$ cat config.mk
export PLATFORM = sky130hd
export DESIGN_NAME = boot_copier_flat
export DESIGN_NICKNAME = d
export VERILOG_FILES = /design/src/rtl/boot_copier_if.sv /design/src/rtl/boot_copier.sv /design/src/flat_wrapper.sv
export SDC_FILE = /design/constraint.sdc
export NUM_CORES = 1
export LEC_CHECK = 0
export CORE_MARGIN = 3
export CORE_UTILIZATION = 32
export DETAILED_ROUTE_END_ITERATION = 10
export GPL_TIMING_DRIVEN = 0
export PLACE_DENSITY = 0.63
export REMOVE_ABC_BUFFERS = 1
export SLEW_MARGIN = 10
export SYNTH_ARGS = -nofsm -noshare
export SYNTH_HDL_FRONTEND = slang
export SYNTH_SLANG_ARGS = --single-unit
$ cat constraint.sdc
create_clock -name clk -period 4.9 [get_ports clk]
set_input_delay 0.49 -clock clk [delete_from_list [all_inputs] [get_ports clk]]
set_output_delay 0.49 -clock clk [all_outputs]
set_load 0.1 [all_outputs]
$ cat src/rtl/boot_copier_if.sv
// -----------------------------------------------------------------------------
// boot_copier_if
//   Bundles the boot copier's control/status handshake and both memory buses.
//   The master modport is the copy engine; the slave modport is the
//   surrounding board logic (start source, boot ROM, main RAM, reset
//   controller consuming cpu_hold).
//
//   start      engine <- env   pulse: begin a copy
//   busy       engine -> env   copy or verify in progress
//   done       engine -> env   sticky: engine finished (pass or fail)
//   error      engine -> env   sticky: verify mismatch
//   err_addr   engine -> env   word index of first mismatch
//   cpu_hold   engine -> env   hold CPU in reset
//   rom_addr   engine -> ROM   ROM address
//   rom_oe     engine -> ROM   ROM output enable
//   rom_data   ROM -> engine   ROM read data
//   ram_addr   engine -> RAM   RAM address
//   ram_we     engine -> RAM   RAM write strobe
//   ram_oe     engine -> RAM   RAM output enable
//   ram_wdata  engine -> RAM   RAM write data
//   ram_rdata  RAM -> engine   RAM read data (combinational)
// -----------------------------------------------------------------------------
`timescale 1ns/1ps

interface boot_copier_if #(
  parameter int AW = 12,
  parameter int DW = 8
);
  logic          start;
  logic          busy;
  logic          done;
  logic          error;
  logic [AW-1:0] err_addr;
  logic          cpu_hold;
  logic [AW-1:0] rom_addr;
  logic          rom_oe;
  logic [DW-1:0] rom_data;
  logic [AW-1:0] ram_addr;
  logic          ram_we;
  logic          ram_oe;
  logic [DW-1:0] ram_wdata;
  logic [DW-1:0] ram_rdata;

  modport master (
    input  start, rom_data, ram_rdata,
    output busy, done, error, err_addr, cpu_hold,
           rom_addr, rom_oe, ram_addr, ram_we, ram_oe, ram_wdata
  );

  modport slave (
    output start, rom_data, ram_rdata,
    input  busy, done, error, err_addr, cpu_hold,
           rom_addr, rom_oe, ram_addr, ram_we, ram_oe, ram_wdata
  );
endinterface

$ cat src/rtl/boot_copier.sv
// -----------------------------------------------------------------------------
// boot_copier
//   Boot-time block-copy engine. Copies LEN words from a ROM window starting
//   at SRC_BASE into a RAM window starting at DST_BASE, then (VERIFY=1) reads
//   both back and compares them. The CPU is held in reset until a copy has
//   completed cleanly; a verify mismatch keeps it held and reports the word
//   index of the first bad word.
//
//   clk   in   clock
//   rst   in   reset, asynchronous, active-high
//   bus   master side of boot_copier_if (handshake, status, ROM and RAM buses)
//
//   Window addresses are AW-bit sums and wrap modulo 2**AW.
// -----------------------------------------------------------------------------
`timescale 1ns/1ps

module boot_copier #(
  parameter int            AW         = 12,
  parameter int            DW         = 8,
  parameter int            LEN        = 4096,
  parameter logic [AW-1:0] SRC_BASE   = '0,
  parameter logic [AW-1:0] DST_BASE   = '0,
  parameter int            ROM_LAT    = 1,
  parameter int            VERIFY     = 1,
  parameter int            AUTO_START = 1
) (
  input logic           clk,
  input logic           rst,
  boot_copier_if.master bus
);

  typedef enum logic [2:0] {
    S_IDLE,
    S_C_RD,
    S_C_WR,
    S_V_RD,
    S_V_CMP,
    S_DONE,
    S_ERR
  } state_e;

  // Latency counter runs 0..ROM_LAT-1 while an address is held on the ROM.
  localparam int            LW       = (ROM_LAT > 1) ? $clog2(ROM_LAT) : 1;
  localparam logic [LW-1:0] LAT_LAST = LW'(ROM_LAT - 1);
  localparam logic [AW:0]   LAST_IDX = (AW + 1)'(LEN - 1);

  if (LEN < 1 || LEN > (1 << AW)) begin : g_bad_len
    $error("boot_copier: LEN must be in 1..2**AW");
  end
  if (ROM_LAT < 1) begin : g_bad_lat
    $error("boot_copier: ROM_LAT must be >= 1");
  end

  state_e        state_q, state_d;
  logic [AW:0]   idx_q, idx_d;
  logic [DW-1:0] wreg_q, wreg_d;
  logic [LW-1:0] lat_q, lat_d;
  logic [AW-1:0] err_addr_q, err_addr_d;
  logic          auto_q, auto_d;

  logic [AW-1:0] idx_lo;
  logic          rom_oe, ram_we, ram_oe;
  logic [AW-1:0] rom_addr, ram_addr;
  logic [DW-1:0] ram_wdata;

  assign idx_lo = idx_q[AW-1:0];

  // NOTE: state registers use non-blocking assignments so every flop samples
  // the pre-edge value of every other flop, regardless of statement order.
  always_ff @(posedge clk or posedge rst) begin
    if (rst) begin
      state_q    <= S_IDLE;
      idx_q      <= '0;
      wreg_q     <= '0;
      lat_q      <= '0;
      err_addr_q <= '0;
      // Re-armed by every reset so that the first edge after release starts
      // a copy without an explicit start pulse.
      auto_q     <= (AUTO_START != 0);
    end else begin
      state_q    <= state_d;
      idx_q      <= idx_d;
      wreg_q     <= wreg_d;
      lat_q      <= lat_d;
      err_addr_q <= err_addr_d;
      auto_q     <= auto_d;
    end
  end

  // NOTE: every signal written here gets a default first, so no path through
  // the case statement leaves a value unassigned and no latch is inferred.
  always_comb begin
    state_d    = state_q;
    idx_d      = idx_q;
    wreg_d     = wreg_q;
    lat_d      = lat_q;
    err_addr_d = err_addr_q;
    auto_d     = 1'b0;
    rom_oe     = 1'b0;
    rom_addr   = '0;
    ram_we     = 1'b0;
    ram_oe     = 1'b0;
    ram_addr   = '0;
    ram_wdata  = '0;

    unique case (state_q)
      S_IDLE: begin
        if (bus.start || auto_q) begin
          idx_d   = '0;
          lat_d   = '0;
          state_d = S_C_RD;
        end
      end

      // Copy and verify reads are identical on the ROM side; only the
      // follow-on state differs.
      S_C_RD, S_V_RD: begin
        rom_oe   = 1'b1;
        rom_addr = SRC_BASE + idx_lo;
        if (lat_q == LAT_LAST) begin
          wreg_d  = bus.rom_data;
          lat_d   = '0;
          state_d = (state_q == S_C_RD) ? S_C_WR : S_V_CMP;
        end else begin
          lat_d = lat_q + 1'b1;
        end
      end

      S_C_WR: begin
        ram_we    = 1'b1;
        ram_addr  = DST_BASE + idx_lo;
        ram_wdata = wreg_q;
        if (idx_q == LAST_IDX) begin
          idx_d   = '0;
          state_d = (VERIFY != 0) ? S_V_RD : S_DONE;
        end else begin
          idx_d   = idx_q + 1'b1;
          state_d = S_C_RD;
        end
      end

      S_V_CMP: begin
        ram_oe   = 1'b1;
        ram_addr = DST_BASE + idx_lo;
        if (bus.ram_rdata != wreg_q) begin
          err_addr_d = idx_lo;
          state_d    = S_ERR;
        end else if (idx_q == LAST_IDX) begin
          state_d = S_DONE;
        end else begin
          idx_d   = idx_q + 1'b1;
          state_d = S_V_RD;
        end
      end

      // Terminal states: a start pulse reruns the whole copy from word 0.
      S_DONE, S_ERR: begin
        if (bus.start) begin
          idx_d      = '0;
          lat_d      = '0;
          err_addr_d = '0;
          state_d    = S_C_RD;
        end
      end

      default: state_d = S_IDLE;
    endcase
  end

  // Status is decoded straight from the state register so that an
  // asynchronous reset clears it in the same cycle.
  assign bus.busy      = (state_q == S_C_RD) || (state_q == S_C_WR) ||
                         (state_q == S_V_RD) || (state_q == S_V_CMP);
  assign bus.done      = (state_q == S_DONE) || (state_q == S_ERR);
  assign bus.error     = (state_q == S_ERR);
  assign bus.err_addr  = err_addr_q;
  assign bus.cpu_hold  = (state_q != S_DONE);
  assign bus.rom_addr  = rom_addr;
  assign bus.rom_oe    = rom_oe;
  assign bus.ram_addr  = ram_addr;
  assign bus.ram_we    = ram_we;
  assign bus.ram_oe    = ram_oe;
  assign bus.ram_wdata = ram_wdata;

endmodule

$ cat src/flat_wrapper.sv
// flat-port wrapper written by rule: the top's interface ports become plain ports
module boot_copier_flat 
#(
  parameter int            AW         = 12,
  parameter int            DW         = 8,
  parameter int            LEN        = 4096,
  parameter logic [AW-1:0] SRC_BASE   = '0,
  parameter logic [AW-1:0] DST_BASE   = '0,
  parameter int            ROM_LAT    = 1,
  parameter int            VERIFY     = 1,
  parameter int            AUTO_START = 1
)
  (clk, rst, bus_start, bus_rom_data, bus_ram_rdata, bus_busy, bus_done, bus_error, bus_err_addr, bus_cpu_hold, bus_rom_addr, bus_rom_oe, bus_ram_addr, bus_ram_we, bus_ram_oe, bus_ram_wdata);
  boot_copier_if #(.AW(AW), .DW(DW)) bus_i ();
  input logic clk;
  input logic rst;
  input wire logic [$bits(bus_i.start)-1:0] bus_start;
  input wire logic [$bits(bus_i.rom_data)-1:0] bus_rom_data;
  input wire logic [$bits(bus_i.ram_rdata)-1:0] bus_ram_rdata;
  output wire logic [$bits(bus_i.busy)-1:0] bus_busy;
  output wire logic [$bits(bus_i.done)-1:0] bus_done;
  output wire logic [$bits(bus_i.error)-1:0] bus_error;
  output wire logic [$bits(bus_i.err_addr)-1:0] bus_err_addr;
  output wire logic [$bits(bus_i.cpu_hold)-1:0] bus_cpu_hold;
  output wire logic [$bits(bus_i.rom_addr)-1:0] bus_rom_addr;
  output wire logic [$bits(bus_i.rom_oe)-1:0] bus_rom_oe;
  output wire logic [$bits(bus_i.ram_addr)-1:0] bus_ram_addr;
  output wire logic [$bits(bus_i.ram_we)-1:0] bus_ram_we;
  output wire logic [$bits(bus_i.ram_oe)-1:0] bus_ram_oe;
  output wire logic [$bits(bus_i.ram_wdata)-1:0] bus_ram_wdata;
  assign bus_i.start = bus_start;
  assign bus_i.rom_data = bus_rom_data;
  assign bus_i.ram_rdata = bus_ram_rdata;
  assign bus_busy = bus_i.busy;
  assign bus_done = bus_i.done;
  assign bus_error = bus_i.error;
  assign bus_err_addr = bus_i.err_addr;
  assign bus_cpu_hold = bus_i.cpu_hold;
  assign bus_rom_addr = bus_i.rom_addr;
  assign bus_rom_oe = bus_i.rom_oe;
  assign bus_ram_addr = bus_i.ram_addr;
  assign bus_ram_we = bus_i.ram_we;
  assign bus_ram_oe = bus_i.ram_oe;
  assign bus_ram_wdata = bus_i.ram_wdata;
  boot_copier #(.AW(AW), .DW(DW), .LEN(LEN), .SRC_BASE(SRC_BASE), .DST_BASE(DST_BASE), .ROM_LAT(ROM_LAT), .VERIFY(VERIFY), .AUTO_START(AUTO_START)) u_core (.clk(clk), .rst(rst), .bus(bus_i));
endmodule
==> results of run 1 <==
## flip-flops by register name (all words and copies together), names as in the netlist
register / count
u_core.auto_q: 1
u_core.bus.err_addr: 12
u_core.wreg_q: 8
u_core.idx_q: 13
u_core.state_q: 3
## per-stage QoR
step	hold WS (ns)	total power, mW
3_3_place_gp	0.4822	0.3528
6_report	0.3813	0.6299
4_1_cts	0.3758	0.6364
2_1_floorplan	0.5026	0.3339
5_1_grt	0.3786	0.6579
3_5_place_dp	0.4816	0.3557
## worst min-delay path by stage
stage / start / end / cells after the start
after floorplan: u_core.idx_q[12] / u_core.idx_q[12] / 1
after detailed placement: u_core.bus.err_addr[9] / u_core.bus.err_addr[9] / 1
after CTS: rst / u_core.wreg_q[5] / 2
final: rst / u_core.wreg_q[5] / 2
after global placement: u_core.bus.err_addr[0] / u_core.bus.err_addr[0] / 1
after global routing: rst / u_core.wreg_q[5] / 2
## routing by layer
layer	wire length [um]	vias up
met3	227	4
met2	2727	53
met5	0	-
met1	2711	898
met4	54	0
li1	-	912
## power by group through the flow
stage | sequential [mW] | clock [mW] | combinational [mW]
global route | 0.313 | 0.305 | 0.0402
floorplan | 0.317 | 0 | 0.0164
CTS | 0.312 | 0.287 | 0.0373
detailed placement | 0.318 | 0 | 0.0373
global placement | 0.318 | 0 | 0.0345
finish | 0.312 | 0.281 | 0.0365
## critical path: stages (launching register included)
cell and delay (ns):
sky130_fd_sc_hd__dfrtp_1 0.62, sky130_fd_sc_hd__nand2b_1 0.13, sky130_fd_sc_hd__a21oi_1 0.81, sky130_fd_sc_hd__and2_1 0.23
sky130_fd_sc_hd__clkdlybuf4s50_1 1.14
## layout make-up
cell class                      instances  area [sq um]
Clock buffer                            6         82.58
Tap cell                               75         93.84
Sequential cell                        37         927.1
Multi-Input combinational cell        158          1100
Fill cell                             593          3188
Inverter                                7         26.28
Timing Repair Buffer                   70         710.7
Clock inverter                          2         37.54
## kinds of logic (layout without fill, tap and decap cells)
logic type | Yosys count | count (layout)
flip-flops | 37 | 37
adder cells (fa/ha/maj) | 1 | 1
AO/OA/AOI/OAI | 49 | 49
multiplexers | 9 | 9
XOR/XNOR | 10 | 10
other | 1 | 1
buffers and inverters | 20 | 85
AND/OR/NAND/NOR | 88 | 88
## layout by cell type, fill, tap and decap left out, drive strengths merged, types with 6 or more instances in the layout
master | Yosys | layout
a21oi | 11 | 11
a22o | 12 | 12
and2 | 29 | 29
clkbuf | 4 | 6
clkdlybuf4s50 | 0 | 69
dfrtp | 36 | 36
inv | 7 | 7
mux2 | 8 | 8
nand2 | 7 | 7
nand3 | 8 | 8
nor2 | 10 | 10
o21ai | 8 | 8
o31ai | 9 | 9
or4 | 9 | 9
xnor2 | 9 | 9
==> results summary, run 1 <==
The max-slew violation count came out at 0. The number of synthesis warnings is 0. The power spent charging and discharging nets is 0.1324 mW. The final core utilization is 0.4830. The startpoint identified for the worst register-to-register timing path is u_core.state_q[2]. The combinational group share of total power is 0.058. The actual transition at the worst max-transition pin came out at 1.121 ns.

The tightest min-delay check is of the primary input to async pin type. The synthesized design spends more area on one cell type than any other, namely sky130_fd_sc_hd__dfrtp_1. Routability-driven placement finished with a final weighted congestion of 0.7399. The die outline width came out at 87.29 um. The fraction of power spent switching nets came out at 0.2102.

The count of state elements after synthesis came out at 37. The compound-cell area share of the yosys netlist is 0.1651. The busiest metal layer after global routing is met2.

The detail route stage leaves a number of antenna-violating nets equal to 0. The global-route track usage on met1 is 0.2296. Counting tap cells, the placed design contains a total of 347 instances. The power density relative to cell area came out at 211.5 nW/um^2. The number of vias after detailed routing is 1,867. The sum of negative setup slack is 0 ns.

The number of CTS-inserted buffers came out at 5. For the worst-skew pair, the clock arrives at the later sink with an insertion delay of 0.29 ns. The starting density of the core came out at 0.3429. The final non-filler cell total came out at 355. The ratio of cells with drive above 1 in the final layout is 0.09286.

The number of maximum-capacitance violations came out at 0. The post-layout net count is 299. The sequential cell area fraction in the yosys report came out at 0.4385. In this run the worst path has a maximum fanout of 14. The tree is rooted in a sky130_fd_sc_hd__clkbuf_8.

The worst reg-to-reg setup slack is 2.23 ns. For this block, the initial DRC count from the detailed router was 107. The required time at the worst-slack endpoint came out at 4.41 ns.

The static power due to leakage is 1.159 nW. TritonCTS built the clock tree. Tracing the worst setup path back leads to its startpoint at u_core.state_q[1]. The met3 usage in global routing is 0.02933.

The number of iterations in the first detailed-routing pass came out at 4. The placement-stage cell area is 2851 sq um. The fraction of the mapped netlist area in simple logic gates is 0.2556. The internal portion of the total power is 0.4975 mW.

The wire length of the first global-routing pass came out at 9611 um. After detailed routing, the average wire length per cell comes to 16.12 um. The worst setup slack after layout came out at 1.169 ns.

The number of diodes came out at 0. Pin placement for this block handled 70 I/O pins. The maximum level of the CTS H-tree is 2.

The count of standard-cell rows came out at 28. Setup repair after global routing left no endpoint under its margin. The number of different library cells in the post-synthesis netlist came out at 49. Clock-pin slew was measured on the worst setup and hold paths at 0.08 ns. The total detailed-routing wirelength came out at 5721 um. Before CTS, the worst setup slack after placement is 1.437 ns. The cell area after synthesis came out at 2115 sq um. By area, the combinational part of the netlist is dominated by simple AND/OR/NAND/NOR gates. The total die area is 7620 sq um. The clock sink total came out at 37. The overall track demand over capacity in global routing came out at 0.1617. After synthesis, the cell types taking the most area are sky130_fd_sc_hd__dfrtp_1, sky130_fd_sc_hd__and2_1, sky130_fd_sc_hd__a22o_1. The xor and xnor area share after synthesis is 0.04142. The fraction of post-synthesis cell area in the top cell type by area is 0.4260. In this run the vertical extent of the chip is 87.29 um.

After detailed routing, the number of vias per cell comes to 5.259. The synthesized design contains 0 enable-type register cells. The placed wire-length estimate came out at 3971 um. A synthesized cell averages 9.835 sq um.

In this run the critical register-to-register path is captured at u_core.bus.err_addr[8]. The main flop type after synthesis is sky130_fd_sc_hd__dfrtp_1. The achievable frequency is 268.0 MHz. The worst setup path is of the flip-flop to output pin kind. The share of total power dissipated in sequential elements is 0.496. The number of setup violations in the final report is 0. The run finished with clean final reports. The commonest cells after synthesis are sky130_fd_sc_hd__dfrtp_1, sky130_fd_sc_hd__and2_1, sky130_fd_sc_hd__a22o_1. Dividing the final minimum period by the clock period gives 0.7614.

The cell depth of the worst flop-to-flop path came out at 4. The worst relative slew slack came out at 0.2529. The via count of the first global-routing pass came out at 1,831. The summed area of non-filler cells in the final layout came out at 2978 sq um. The arrival time at the worst endpoint came out at 3.24 ns. Entering global routing, the biggest net connects 35 pins. The maximum buffer depth of the clock tree is 2. For this run, asynchronously set or reset flops after synthesis account for 1.000. The total overflow left after global routing is 0. For the final database, setup skew stands at 0.007664 ns. The share of cell area taken by muxes after synthesis came out at 0.04734. The number of antenna violations at the first check in global routing was 0. The worst setup path is launched from a flip-flop. STA classifies the critical path endpoint as an output pin. The number of hold-repair buffers added at the cts stage is 0. The global-route met2 utilization came out at 0.2473.

Yosys instantiated no cell more often than sky130_fd_sc_hd__dfrtp_1. The final critical delay including setup and external delays is 3.731 ns. The area of the core is 6166 sq um. The area growth from synthesis to final layout came out at 40.83%. The buffers inserted during post-CTS setup optimization is 0. The portion of total power attributed to the clock network is 0.446. In the routed design, unresolved DRC markers number 0. Input and output buffers added on the ports amount to 69. The post-cts repair resize count is 0. Of the total synthesized cell area, the portion taken by full adders, half adders and majority gates is 0.005917. The largest vdd supply drop came out at 0.1096 mV. The final hold violation count was 0. Following the worst setup path forward leads to its endpoint at bus_ram_addr[11]. The count of mapped cells out of synthesis came out at 215.
No activity file was read; power rests on OpenSTA's default activity.
==> inputs of run 2 (changes only) <==
Settings changed: PLACE_DENSITY 0.63 to 0.66.
Clock period 4.9 ns to 3.1 ns, I/O delays scaled along.
==> run 2 against run 1 <==
Net effect: combinational power up 57%; cell count unchanged; via count down 1.8%; first-iteration DRC count down 26%; register-to-register slack worse by 1.9 ns; critical path type unchanged; critical endpoint is now bus_ram_addr[2]; largest cell class unchanged; largest power group unchanged; highest routed layer unchanged.
==> results summary, run 2 (synthesis results as in run 1) <==
The total die area came out at 7620 sq um (unchanged). The area growth from synthesis to final layout is 37.40%. The post-route DRC violation count is 0 (unchanged).

The number of iterations in the first detailed-routing pass came out at 4 (unchanged). The worst path buffer plus inverter count is 1 (unchanged). The ratio of cells with drive above 1 in the final layout was 0.1714 (+0.07857).

The tree is rooted in a sky130_fd_sc_hd__clkbuf_8. The wire length of the first global-routing pass is 9397 um (-2.2%). The power density relative to cell area is 339.3 nW/um^2 (+60%).

The logic depth of the worst setup path including buffers is 4 (unchanged). The achievable frequency is 339.3 MHz. The total detailed-routing wirelength came out at 5573 um (-2.6%).

The die outline width is 87.29 um (unchanged). The cell depth of the worst flop-to-flop path is 4 (unchanged). The height of the die came out at 87.29 um (unchanged). The flip-flop count of the largest register, all copies and words added was 13 (unchanged). The post-layout net count came out at 299 (unchanged). The worst setup slack before clock tree synthesis came out at -0.1745 ns (-1.612 ns). The buffers inserted during post-CTS setup optimization is 0 (unchanged). The highest metal layer used by the detailed router is met4. The actual transition at the worst max-transition pin came to 1.160 ns (+0.03954 ns). Setup repair after global routing left no endpoint under its margin. The worst relative slew slack is 0.2229 (-0.02997).

The clock skew is 0.007082 ns (-0.0005820 ns). The static power due to leakage came out at 1.183 nW (+2.1%). The final critical delay including setup and external delays is 2.947 ns. The number of setup violations in the final report came out at 0 (unchanged). The largest vdd supply drop came to 0.1536 mV (+40%). The number of diodes came out at 0 (unchanged).

The number of vias after detailed routing is 1,833 (-1.8%). The count of standard-cell rows is 28 (unchanged). The maximum level of the CTS H-tree came out at 2 (unchanged). The final hold violation count is 0 (unchanged). The detailed-routed wire length on met2 came to 2612 um (-4.2%).

The startpoint identified for the worst register-to-register timing path is u_core.state_q[0]. The overall overflow remaining after global route came out at 0 (unchanged). The max-slew violation count came out at 0 (unchanged). The wire length on met3 came out at 218 um (-4.0%).

The largest stage delay on the critical path was 0.82 ns (-0.32 ns). The flow ran to the end, and the final reports show no timing, DRC or antenna violations. The count of fill cells added during filler insertion came out at 612 (+3.2%).

The arrival time at the worst endpoint came out at 2.64 ns (-0.60 ns). The routed wirelength normalized by instance count is 15.70 um (-2.6%). The global placement routability congestion is 0.7556 (+2.1%). The number of hold-repair buffers added at the cts stage came out at 0 (unchanged). The count of boundary I/O pins is 70 (unchanged). The worst setup path is of the flip-flop to output pin kind. The number of nets with antenna violations after routing was 0 (unchanged). The maximum number of pins on one net before global-route repair came out at 35 (unchanged). The sort of element at the start of the critical path is a flip-flop. The ratio of routed vias to standard cells is 5.163 (-1.8%). The register with the most flip-flops in the final layout is u_core.idx_q. The slowest stage of the critical path belongs to the cell sky130_fd_sc_hd__clkdlybuf4s15_1.

STA classifies the critical path endpoint as an output pin. The type of the most critical hold path is primary input to async pin. The worst reg-to-reg setup slack is 0.30 ns (-1.93 ns). The clock sink total is 37 (unchanged). The area of the multi-input gates came out at 1097 sq um (-0.23%). The number of antenna violations at the first check in global routing is 0 (unchanged). The number of maximum-capacitance violations came out at 0 (unchanged). The final total power is 0.9859 mW (+57%).

The worst setup slack after layout came to 0.1529 ns (-1.016 ns). The total area of sequential cells came out at 927.1 sq um (unchanged). The placed wire-length estimate came to 4043 um (+1.8%). The detailed router's first-iteration violation count came to 79 (-26%). The met1 wire length is 2635 um (-2.8%). The required time at the worst-slack endpoint is 2.79 ns (-1.62 ns). The area of the core came out at 6166 sq um (unchanged). The via count of the first global-routing pass is 1,846 (+0.82%). The starting density of the core was 0.3429 (unchanged). The maximum buffer depth of the clock tree came to 2 (unchanged). The overall track demand over capacity in global routing came out at 0.1587 (-0.002991).

The latest clock arrival within the worst-skew pair came out at 0.29 ns (about the same). Leaving out fill and tap cells, the most frequent cell in the layout is sky130_fd_sc_hd__clkdlybuf4s50_1. The cell type group with the largest total delay on the critical path is buffers and inverters. The end of the worst register-to-register path is u_core.bus.err_addr[9]. The number of CTS-inserted buffers is 5 (unchanged). The post-route fraction of the period consumed by the critical path is 0.9507. The library cells used most frequently in the layout, excluding fill and tap cells, are sky130_fd_sc_hd__clkdlybuf4s50_1, sky130_fd_sc_hd__dfrtp_1, sky130_fd_sc_hd__and2_1. The clock tree from TritonCTS is done.

The number of buffers added on ports is 69 (unchanged). The maximum fanout along the worst path came out at 14 (unchanged). Traced cell by cell, the critical path runs through nand2b_1, a21oi_2, and2_1, clkdlybuf4s15_1. The register clock-pin slew on the reported worst setup and hold paths was 0.08 ns (about the same).
==> run 2: final cells by class <==
type,instances,area share
multi-input combinational,158,0.3777
sequential,37,0.3191
timing repair buffer,70,0.2218
tap,75,0.03230
clock buffer,7,0.02972
clock inverter,1,0.01034
inverter,7,0.009044
==> run 2: how the worst max path moves through the flow <==
stage,start,to,slack [ns]
floorplan,u_core.state_q[1],bus_ram_wdata[0],-1.17
global placement,u_core.state_q[1],bus_ram_addr[0],-0.14
detailed placement,u_core.state_q[1],bus_ram_addr[5],-0.17
CTS,u_core.state_q[0],bus_rom_addr[8],0.03
global route,u_core.state_q[1],bus_ram_addr[2],0.0006
finish,u_core.state_q[1],bus_ram_addr[2],0.15
==> run 2: stage by stage <==
stage            util  std cells  instance area (sq um)  TNS, ns  hold slack, ns
2_1_floorplan       -        202                   2047   -12.80          0.4606
3_3_place_gp   0.4592        346                   2831   -2.068          0.4837
3_5_place_dp   0.4625        347                   2851   -2.032          0.4817
4_1_cts        0.4789        355                   2953        0          0.2304
5_1_grt        0.4712        355                   2905        0          0.2402
6_report       0.4712        355                   2905        0          0.2283
==> run 2: worst reg2reg max path, delay by kind of cell, from the launching register on <==
family          cells  cell delay, ns
simple gates        1            0.37
compound gates      3            1.74
flops               1            0.58
==> run 2: what timing repair did <==
item                       4_1_cts  5_1_grt
hold endpoints to repair         0        0
resized for setup               48       38
pin swaps                        0        0
setup endpoints to repair       31       22
==> run 2: per-layer routing <==
| layer | global-route usage | up-vias |
|---|---|---|
| met5 | 0 | - |
| met4 | 0.06555 | 0 |
| met3 | 0.03311 | 9 |
| met2 | 0.2452 | 42 |
| met1 | 0.2150 | 869 |
| li1 | - | 913 |
==> run 2: power by group <==
| group | internal (mW) | switching [mW] |
|---|---|---|
| combinational | 0.0358 | 0.0213 |
| clock | 0.262 | 0.172 |
| sequential | 0.489 | 0.00508 |
| total | 0.787 | 0.199 |
==> inputs of run 3 (changes only) <==
Settings changed: CTS_BUF_LIST from default to sky130_fd_sc_hd__clkbuf_4, SLEW_MARGIN 10 to 20.
==> run 3 against run 2 <==
Net effect: setup slack worse by 0.023 ns; routed wire length rose by 1.3%; clock power down 20%; clock skew is essentially flat; maximum frequency fell by 0.78%; cell area unchanged; register-to-register slack improved by 0.24 ns; critical path type unchanged; highest routed layer unchanged.
==> results summary, run 3 (synthesis results as in run 1) <==
The number of vias after detailed routing came to 1,825 (-0.44%). The area growth from synthesis to final layout came out at 37.40% (unchanged). The max-slew violation count is 0 (unchanged). The detailed router's first-iteration violation count was 90 (+14%). The maximum number of pins on one net before global-route repair came out at 35 (unchanged). The post-layout net count came out at 299 (unchanged). The total detailed-routing wirelength came out at 5644 um (+1.3%). The achievable frequency came out at 336.7 MHz (-0.78%). The maximum level of the CTS H-tree is 2 (unchanged). The endpoint identified for the worst register-to-register timing path is u_core.idx_q[7]. The clock sink total came out at 37 (unchanged). The post-route DRC violation count came out at 0 (unchanged). The number of setup violations in the final report is 0 (unchanged).

The wire length of the first global-routing pass came out at 9508 um (+1.2%). The placed wire-length estimate is 4027 um (-0.41%). The number of CTS-inserted buffers is 5 (unchanged). The overall overflow remaining after global route came out at 0 (unchanged).

The clock skew was 0.006915 ns (-0.0001668 ns). The number of buffers added on ports is 69 (unchanged). The final hold violation count is 0 (unchanged). The static power due to leakage is 1.206 nW (+2.0%). The starting density of the core came to 0.3429 (unchanged). The actual transition at the worst max-transition pin came out at 0.9977 ns (-0.1626 ns). Setup repair after global routing left no endpoint under its margin. The post-route fraction of the period consumed by the critical path was 0.9581 (+0.007441). The top cell types in the final layout, fill and taps aside, are sky130_fd_sc_hd__dfrtp_1, sky130_fd_sc_hd__clkdlybuf4s50_1, sky130_fd_sc_hd__and2_1.

The global placement routability congestion is 0.7556 (unchanged). The flip-flop count of the largest register, all copies and words added came out at 13 (unchanged). The via count of the first global-routing pass is 1,835 (-0.60%).

The worst path buffer plus inverter count is 2 (+1). The arrival time at the worst endpoint is 2.66 ns (+0.02 ns). The cell type group with the largest total delay on the critical path is buffers and inverters. The count of boundary I/O pins is 70 (unchanged). The required time at the worst-slack endpoint came out at 2.79 ns (about the same). The number of nets with antenna violations after routing was 0 (unchanged). The routed wirelength normalized by instance count came out at 15.90 um (+1.3%). The final core utilization came out at 0.4712 (unchanged). The flow ran to the end, and the final reports show no timing, DRC or antenna violations. The maximum buffer depth of the clock tree is 2 (unchanged). The worst reg-to-reg setup slack came out at 0.54 ns (+0.24 ns). The overall track demand over capacity in global routing is 0.1612 (+0.002464). The register clock-pin slew on the reported worst setup and hold paths was 0.12 ns (+0.04 ns).

The largest vdd supply drop came out at 0.1952 mV (+27%). The worst setup path is captured at an output pin. The register bank with the most flops is u_core.idx_q. The cell depth of the worst flop-to-flop path came to 6 (+2). Walking the worst path, the cells encountered are inv_1, nor3b_1, a21o_1, clkdlybuf4s50_1. The sort of element at the start of the critical path is a flip-flop. The ratio of cells with drive above 1 in the final layout was 0.2107 (+0.03929).

The min-delay analysis places its worst path in the category primary input to async pin. In this run the critical register-to-register path is launched from u_core.state_q[0]. The worst setup path is of the flip-flop to output pin kind.

The root buffer cell chosen for the clock tree is sky130_fd_sc_hd__clkbuf_4. The count of standard-cell rows came out at 28 (unchanged). The number of maximum-capacitance violations came out at 0 (unchanged). The area of the core was 6166 sq um (unchanged). The total die area came out at 7620 sq um (unchanged). The final critical delay including setup and external delays is 2.970 ns (+0.02307 ns). The height of the die came out at 87.29 um (unchanged). The worst relative slew slack came out at 0.3338 (+0.1109). The maximum fanout along the worst path came out at 13 (-1). Leaving out fill and tap cells, the most frequent cell in the layout is sky130_fd_sc_hd__dfrtp_1. The final total power was 0.8984 mW (-8.9%).

TritonCTS built the clock tree. The number of antenna violations at the first check in global routing came out at 0 (unchanged). The number of diodes came out at 0 (unchanged). The slowest stage of the critical path belongs to the cell sky130_fd_sc_hd__clkdlybuf4s50_1. The die outline width was 87.29 um (unchanged). The power density relative to cell area came out at 309.2 nW/um^2 (-8.9%). The largest stage delay on the critical path is 1.13 ns (+0.31 ns). The number of iterations in the first detailed-routing pass came out at 4 (unchanged). The latest clock arrival within the worst-skew pair is 0.35 ns (+0.06 ns).

The ratio of routed vias to standard cells is 5.141 (-0.44%).
-- run 3: through the flow --
step                      instance area [sq um]  std cells  setup TNS, ns  hold WS [ns]  setup slack, ns
after floorplan                            2047        202         -12.80        0.4606           -1.172
after global placement                     2831        346         -2.068        0.4837          -0.1388
after detailed placement                   2858        347         -2.009        0.4838          -0.1834
after CTS                                  2945        355              0        0.1414         0.003426
after global routing                       2905        355              0        0.1479          0.01969
final                                      2905        355              0        0.1568           0.1298
-- run 3: what timing repair did --
item | 4_1_cts | 5_1_grt
hold buffers | 0 | 0
endpoints found under the setup margin | 31 | 24
resized for setup | 67 | 32
setup buffers | 0 | 0
-- run 3: per-layer routing --
layer | share of wire | track usage
met1 | 0.47 | 0.2223
met5 | 0 | 0
met4 | 0.013 | 0.04603
met2 | 0.48 | 0.2521
met3 | 0.038 | 0.03690
-- run 3: layout make-up --
| class | count | area, sq um |
|---|---|---|
| flip-flops and latches | 37 | 927.1 |
| fillers | 616 | 3261 |
| repair buffers | 70 | 669.4 |
| clock buffers | 6 | 45.04 |
| inverters | 7 | 26.28 |
| well taps | 75 | 93.84 |
| clock inverters | 2 | 33.78 |
| multi-input cells | 158 | 1110 |
-- run 3: worst max-delay path by stage --
stage	cells past startpoint	from	slack [ns]	end
floorplan	3	u_core.state_q[1]	-1.17	bus_ram_wdata[0]
global placement	4	u_core.state_q[1]	-0.14	bus_ram_addr[0]
detailed placement	4	u_core.state_q[1]	-0.18	bus_ram_addr[5]
CTS	4	u_core.state_q[1]	0.003	bus_ram_addr[5]
global route	4	u_core.state_q[1]	0.02	bus_done
finish	4	u_core.state_q[1]	0.13	bus_done
-- run 3: power breakdown --
part	internal, mW	switching (mW)
clock network	0.177	0.170
logic	0.0359	0.0217
registers	0.489	0.00498
